<file path="config.mk">
export PLATFORM = sky130hd
export DESIGN_NAME = frame_pixel_streamer
export DESIGN_NICKNAME = d
export VERILOG_FILES = /design/src/rtl/frame_pixel_streamer.sv
export SDC_FILE = /design/constraint.sdc
export NUM_CORES = 1
export LEC_CHECK = 0
export BUFFER_PORTS_ARGS = -buffer_cell sky130_fd_sc_hd__buf_2
export CORE_ASPECT_RATIO = 2
export CORE_MARGIN = 2
export CORE_UTILIZATION = 25
export CTS_BUF_LIST = sky130_fd_sc_hd__clkbuf_2
export DETAILED_ROUTE_END_ITERATION = 16
export PLACE_DENSITY = 0.54
export RECOVER_POWER = 50
export SYNTH_ARGS = -nofsm -noshare
export SYNTH_HDL_FRONTEND = slang
export SYNTH_SLANG_ARGS = --single-unit
</file>
<file path="constraint.sdc">
create_clock -name clk -period 3.3 [get_ports clk]
set_clock_uncertainty 0.15 [all_clocks]
set_input_delay 0.165 -clock clk [delete_from_list [all_inputs] [get_ports clk]]
set_output_delay 0.165 -clock clk [all_outputs]
set_load 0.02 [all_outputs]
</file>
<file path="src/rtl/frame_pixel_streamer.sv">
// Reads one frame from a 1-cycle-latency frame RAM and streams it in raster order
// on a valid/ready pixel stream tagged with sof/eol/eof, through a 2-entry skid FIFO.
module frame_pixel_streamer #(
  parameter int DATA_WIDTH = 12,
  parameter int IMG_WIDTH  = 320,
  parameter int IMG_HEIGHT = 240,
  parameter int ADDR_WIDTH = 17
) (
  input  logic                  clk,
  input  logic                  reset,
  input  logic                  start,
  output logic                  busy,
  output logic                  done,
  output logic                  rd_en,
  output logic [ADDR_WIDTH-1:0] rd_addr,
  input  logic [DATA_WIDTH-1:0] rd_data,
  output logic [DATA_WIDTH-1:0] pix_data,
  output logic                  pix_valid,
  input  logic                  pix_ready,
  output logic                  pix_sof,
  output logic                  pix_eol,
  output logic                  pix_eof,
  output logic [1:0]            dbg_state
);

  localparam int CW = (IMG_WIDTH  > 1) ? $clog2(IMG_WIDTH)  : 1;
  localparam int RW = (IMG_HEIGHT > 1) ? $clog2(IMG_HEIGHT) : 1;
  localparam logic [CW-1:0] COL_LAST = CW'(IMG_WIDTH - 1);
  localparam logic [RW-1:0] ROW_LAST = RW'(IMG_HEIGHT - 1);
  localparam int EW = DATA_WIDTH + 3;

  typedef enum logic [1:0] {
    IDLE   = 2'd0,
    STREAM = 2'd1,
    DRAIN  = 2'd2,
    FINISH = 2'd3
  } state_t;

  // Stream handshake: a pixel transfers on a rising edge where pix_valid & pix_ready;
  // pix_valid never drops and pix_* never change while a pixel waits for pix_ready.

  state_t          state;
  logic [CW-1:0]   col;
  logic [RW-1:0]   row;
  logic            inflight;
  logic            sof_d, eol_d, eof_d;
  logic [EW-1:0]   fifo_mem [2];
  logic            wr_ptr, rd_ptr;
  logic [1:0]      count;
  logic            pop, push, last_read;
  logic [EW-1:0]   head;

  assign pop       = pix_valid & pix_ready;
  assign push      = inflight;
  assign last_read = (row == ROW_LAST) && (col == COL_LAST);
  assign busy      = (state == STREAM) || (state == DRAIN);
  assign done      = (state == FINISH);
  assign dbg_state = state;

  // Occupancy plus the read still in flight must leave room for the next read.
  always_comb begin
    rd_en = 1'b0;
    if (state == STREAM)
      rd_en = (({1'b0, count} + {2'b00, inflight}) - {2'b00, pop}) < 3'd2;
  end

  assign pix_valid = (count != 2'd0);
  assign head      = pix_valid ? fifo_mem[rd_ptr] : '0;
  assign pix_data  = head[EW-1:3];
  assign pix_sof   = head[2];
  assign pix_eol   = head[1];
  assign pix_eof   = head[0];

  always_ff @(posedge clk) begin
    if (reset) begin
      state    <= IDLE;
      rd_addr  <= '0;
      col      <= '0;
      row      <= '0;
      inflight <= 1'b0;
      sof_d    <= 1'b0;
      eol_d    <= 1'b0;
      eof_d    <= 1'b0;
      wr_ptr   <= 1'b0;
      rd_ptr   <= 1'b0;
      count    <= 2'd0;
    end else begin
      inflight <= rd_en;
      sof_d    <= (row == '0) && (col == '0);
      eol_d    <= (col == COL_LAST);
      eof_d    <= last_read;

      case (state)
        IDLE: begin
          if (start) begin
            state   <= STREAM;
            rd_addr <= '0;
            col     <= '0;
            row     <= '0;
          end
        end
        STREAM: begin
          if (rd_en) begin
            if (last_read) begin
              state <= DRAIN;
            end else begin
              rd_addr <= rd_addr + ADDR_WIDTH'(1);
              if (col == COL_LAST) begin
                col <= '0;
                row <= row + RW'(1);
              end else begin
                col <= col + CW'(1);
              end
            end
          end
        end
        DRAIN:   if (pop && pix_eof) state <= FINISH;
        default: state <= IDLE;
      endcase

      if (push) begin
        fifo_mem[wr_ptr] <= {rd_data, sof_d, eol_d, eof_d};
        wr_ptr           <= ~wr_ptr;
      end
      if (pop) rd_ptr <= ~rd_ptr;
      if (push && !pop)      count <= count + 2'd1;
      else if (!push && pop) count <= count - 2'd1;
    end
  end

endmodule
</file>
Word level (Yosys, flattened, before mapping)

Memories as Yosys holds them, arrays and structs flattened. A register that Yosys moved wholly into a read port is not among the register bits.
Cells that the tools add are included.

$add $sub $neg: 7
Order comparisons: 1
Eq/ne operators: 11
Mux-type cells: 28
Bitwise gates (word level): 3
Reduce and logical (&&, ||, !) cells: 17

Operators with widths:

| operator                                                                 | count |
|---|---|
| 17-bit two-way mux                                                       | 3 |
| 9-bit two-way mux                                                        | 4 |
| 17-bit one-hot mux with 2 select lines                                   | 1 |
| 8-bit two-way mux                                                        | 4 |
| 9-bit one-hot mux with 2 select lines                                    | 1 |
| 17-bit by 1-bit adder with 17-bit output (second input constant)         | 1 |
| 8-bit one-hot mux with 2 select lines                                    | 1 |
| 15-bit two-way mux                                                       | 1 |
| 2-bit two-way mux                                                        | 6 |
| 9-bit by 1-bit adder with 9-bit output (second input constant)           | 1 |
| 9-bit equality test (second input constant)                              | 1 |
| 9-bit zero test                                                          | 1 |
| 8-bit by 1-bit adder with 8-bit output (second input constant)           | 1 |
| 8-bit equality test (second input constant)                              | 1 |
| 8-bit zero test                                                          | 1 |
| 2-bit inequality test (second input constant)                            | 4 |
| 4-bit AND reduction                                                      | 2 |
| 1-bit two-way mux                                                        | 6 |
| 2-bit one-hot mux with 3 select lines                                    | 1 |
| 2-bit nonzero test                                                       | 3 |
| 1-bit logical AND                                                        | 5 |
| 5-bit AND reduction                                                      | 1 |
| 2-bit equality test (second input constant)                              | 2 |
| 2-bit by 1-bit inequality test with 1-bit output (second input constant) | 2 |
| 11 further kinds                                                         | 13 |

Register bits after elaboration: 44
Memory bits (writable): 30
Bits of input ports: 16
Output and inout bits: 38
Word-level logic and storage cells: 79
Memories kept: 1

Memories:

| memory   | depth | width | read ports | clocked after Yosys merged registers in | write ports | line | RTL |
|---|---|---|---|---|---|---|---|
| fifo_mem | 2     | 15    | 1          | 1                                       | 1           | 47   | `logic [EW-1:0] fifo_mem [2];` |

Logic depth before layout (Yosys ltp)

Word-level depth: 7
Gate-level depth with buffers: 12
Gate-level depth less buffers: 10

Least setup slack after synthesis

OpenSTA, ideal clock, no wires.

Path type: reg2reg
Start: register count[1]
End: register row[7]
Library setup time: 0.120 ns
Data arrival time: 2.821 ns
Data required time: 3.030 ns
Path slack: 0.209 ns
Stages on the path, launching flop included: 13
Buffers on the path: 2
Clock period less this slack: 3.091 ns
Cells stage by stage: dfxtp_1 > buf_2 > o21ai_0 > inv_1 > ha_1 > nor2b_1 > fa_1 > nor2b_1 > and3_1 > or2_2 > clkbuf_1 > nor2_1 > a211o_1

Word-level cells in the longest chain between the ends: 7
Elaborated cells on any way between the ends: 8
Those cells by class: 2 x add/sub; 1 x order compare; 1 x eq/ne; 1 x mux; 1 x bitwise; 2 x reduce/logical

RTL lines:

| item                                                  | line | RTL |
|---|---|---|
| start, declared                                       | 49   | `logic [1:0] count;` |
| start signal, assigned                                | 126  | `if (push && !pop) count <= count + 2'd1;` |
| start signal, assigned                                | 127  | `else if (!push && pop) count <= count - 2'd1;` |
| 2-bit nonzero test                                    | 67   | `assign pix_valid = (count != 2'd0);` |
| 1-bit bitwise AND                                     | 53   | `assign pop = pix_valid & pix_ready;` |
| named net pop                                         | 50   | `logic pop, push, last_read;` |
| 3-bit by 1-bit subtractor with 3-bit output           | 64   | `rd_en = (({1'b0, count} + {2'b00, inflight}) - {2'b00, pop}) < 3'd2;` |
| 3-bit by 2-bit less-than comparator with 1-bit output | 64   |  |
| 1-bit two-way mux                                     | 63   | `if (state == STREAM)` |
| 2-bit inequality test (no line)                       | -    |  |
| 5-bit AND reduction (no line)                         | -    |  |
| end signal, assigned                                  | 110  | `row <= row + RW'(1);` |
| end, declared                                         | 44   | `logic [RW-1:0] row;` |

The timed path passes the listed nets, and every way through them passes these cells.
A chain may end at the register's enable or synchronous reset.

Worst setup path in the final report

Start: register count[0]
End: register rd_addr[13]

Word-level cells in the longest chain between the ends: 7
Elaborated cells on any way between the ends: 8
Those cells by class: 2 x add/sub; 1 x order compare; 1 x eq/ne; 1 x mux; 1 x bitwise; 2 x reduce/logical

RTL lines:

| item                                                  | line | RTL |
|---|---|---|
| 2-bit nonzero test                                    | 67   |  |
| 1-bit bitwise AND                                     | 53   |  |
| named net pop                                         | 50   |  |
| 3-bit by 1-bit subtractor with 3-bit output           | 64   |  |
| 3-bit by 2-bit less-than comparator with 1-bit output | 64   |  |
| 1-bit two-way mux                                     | 63   |  |
| 2-bit inequality test (no line)                       | -    |  |
| 4-bit AND reduction (no line)                         | -    |  |
| end signal, assigned                                  | 107  | `rd_addr <= rd_addr + ADDR_WIDTH'(1);` |
| end, declared                                         | 15   | `output logic [ADDR_WIDTH-1:0] rd_addr,` |

The timed path passes the listed nets, and every way through them passes these cells.

==> metrics <==
CTS H-tree depth 3; predominant post-synthesis flop cell dfxtp_1; largest net degree at the start of global routing 36; sequential share of the synthesized area 0.490; Min-Delay Path Depth 2; failing checks max-capacitance violations, max-slew violations; area occupied by multi-input gates approximately 1800 sq um; slowest stage delay, CP 0.50 ns; initial antenna violation count 1; DPL Wire Length 7040 um; via count 3123; Crit path buffers/inverters 1; Tmin final 3.11 ns; worst reg2reg path depth 10; Crit-path slowest cell or4_1; sequential cell area 1800 sq um; number of global-route vias before repair 3131; syn avg cell area around 9.9 sq um; nets 472; post-route ant nets 0; Post-CTS Repair Setup Buffers 0; Syn. warnings 0; Setup TNS 0 ns; Power, Total about 2.5 mW; CTS tree built; top-count cell post-synth nor2_1; TritonCTS Buffers 9; # setup viols final 0; Rel. slew slack -0.0675; Max Fanout on Critical Path 11; wire per inst approximately 15 um; crit path DAT 3.42 ns; io pins 54; Post-synth EDFFs 30; number of synthesized register bits 75; Final Hold Fails 0; clk sinks 75; dpl ws roughly 0.11 ns; Die Wd 89.7 um; root buffer cell clkbuf_2; Congestion Overflow GR 0; overall die height between 150 and 200 um; synthesis-to-layout area growth 19.3%; clk buf depth 2; Critical Path Start Type register; fmax 321 MHz; vias per cell 4.87; first-pass GRT wire length 15200 um; worst path cell trace o21ai_1, inv_1, ha_1, nor2b_1, fa_1, nor2b_1, and3_2, o32ai_4, or4_1, o22ai_1; distinct cell type count of the synthesized netlist 58; synthesized net count 401; status finished with violations; CP most frequent cell nor2b_1; layout cells sized above 1 0.116; GP Congestion around 0.85; async set-reset flop share out of synthesis 0; Min-Delay Path Class input pin to register; Synth top area share 0.245; WP data required 3.60 ns; RSZ-0062 raised after global routing false; leading post-synthesis cells by cell area dfxtp_1, edfxtp_1, mux2i_1, nor2_1, ha_1; CP Depth 10; Post-Syn Instances 372; PortBufs 53; LEAKAGE 1.58 nW; Mapped Area 3670 sq um; setup slack after layout 0.187 ns; die area 15700 sq um; Total Wirelength between 9000 and 10000 um; DRC 0; delay-heaviest family, CP simple AND/OR/NAND/NOR gates; Synth top cells by count nor2_1, dfxtp_1, edfxtp_1; # fillers 1496; Core Area 14400 sq um; Reg clk slew, reported paths 0.22 ns; Iteration-0 DRC Markers 232; initial core utilization 0.256; Final period util 0.943; PD cells 568 nW/um^2; overall routing resource usage 0.121; post-synth top area cell dfxtp_1; register-to-register setup slack 0.19 ns; maximum vdd ir drop 0.139 mV; worst slew pin tran 1.60 ns; Placement Rows 62; Worst Setup End Kind register; critical path type register to register; drt first pass iters 5; worst skew pair latency ~0.53 ns; Max Cap Violations 1; Slew Limit Fails 36
==> per-layer routing <==
| metal | global-route usage | vias to the layer above | wire length (um) | share of wire |
|---|---|---|---|---|
| met5 | 0 | - | 0 | 0 |
| met4 | 0.0705 | 0 | 335 | 0.035 |
| met3 | 0.0287 | 19 | 407 | 0.042 |
| met2 | 0.230 | 92 | 5350 | 0.56 |
| met1 | 0.116 | 1502 | 3530 | 0.37 |
| li1 | - | 1510 | - | - |
==> through the flow <==
stage | hold WS, ns | util | cells | instance area, sq um
after floorplan | 0.114 | - | 372 | 3670
after global placement | 0.209 | 0.291 | 609 | 4180
after detailed placement | 0.208 | 0.291 | 609 | 4180
after CTS | 0.164 | 0.307 | 640 | 4410
after global routing | 0.195 | 0.305 | 641 | 4380
final | 0.221 | 0.305 | 641 | 4380
==> cell usage in the layout, fill, tap and decap left out, drive strengths merged, types with 17 or more instances in the layout <==
cell type / instances
a21oi: 19
buf: 28
clkbuf: 43
dfxtp: 45
edfxtp: 30
mux2i: 18
nand3: 17
nor2: 46
o21ai: 21
==> state kept, by name (all words and copies together), names as in the netlist, named ones only <==
| register | cells |
|---|---|
| col | 9 |
| count | 2 |
| dbg_state | 2 |
| eof_d | 1 |
| eol_d | 1 |
| fifo_mem | 30 |
| inflight | 1 |
| rd_addr | 17 |
| rd_ptr | 1 |
| row | 8 |
| sof_d | 1 |
| wr_ptr | 1 |
==> layout make-up <==
type	instances	area share
multi-input cells	267	0.405
diodes	1	0.000571
repair buffers	76	0.0985
flip-flops and latches	75	0.411
inverters	14	0.0120
clock inverters	6	0.00714
clock buffers	10	0.0114
well taps	192	0.0548
==> power breakdown <==
group | internal [mW] | total (mW) | switching [mW]
registers | 1.04 | 1.10 | 0.0584
logic | 0.345 | 0.970 | 0.625
clock network | 0.0967 | 0.422 | 0.325
total | 1.48 | 2.49 | 1.01
==> timing repair <==
item,in CTS,in global routing
endpoints found under the hold margin,35,0
hold buffers,15,0
resized for setup,0,4
setup endpoints to repair,0,8
==> cells by family (layout without fill, tap and decap cells) <==
family,after synthesis,after routing,share of synthesized area
AND/OR/NAND/NOR,146,146,0.209
XOR/XNOR,8,8,0.0191
flip-flops,75,75,0.490
AO/OA/AOI/OAI,82,82,0.152
adder cells (fa/ha/maj),13,13,0.0463
buffers and inverters,30,106,0.0344
other,0,1,0
multiplexers,18,18,0.0490
==> final timing paths <==
path,end,start
worst max register to register,rd_addr[13],count[0]
worst min-delay path,fifo_mem[0][11],rd_data[8]
worst max-delay path,rd_addr[13],count[0]
worst min register to register,fifo_mem[1][2],sof_d
No activity file was read; power rests on OpenSTA's default activity.
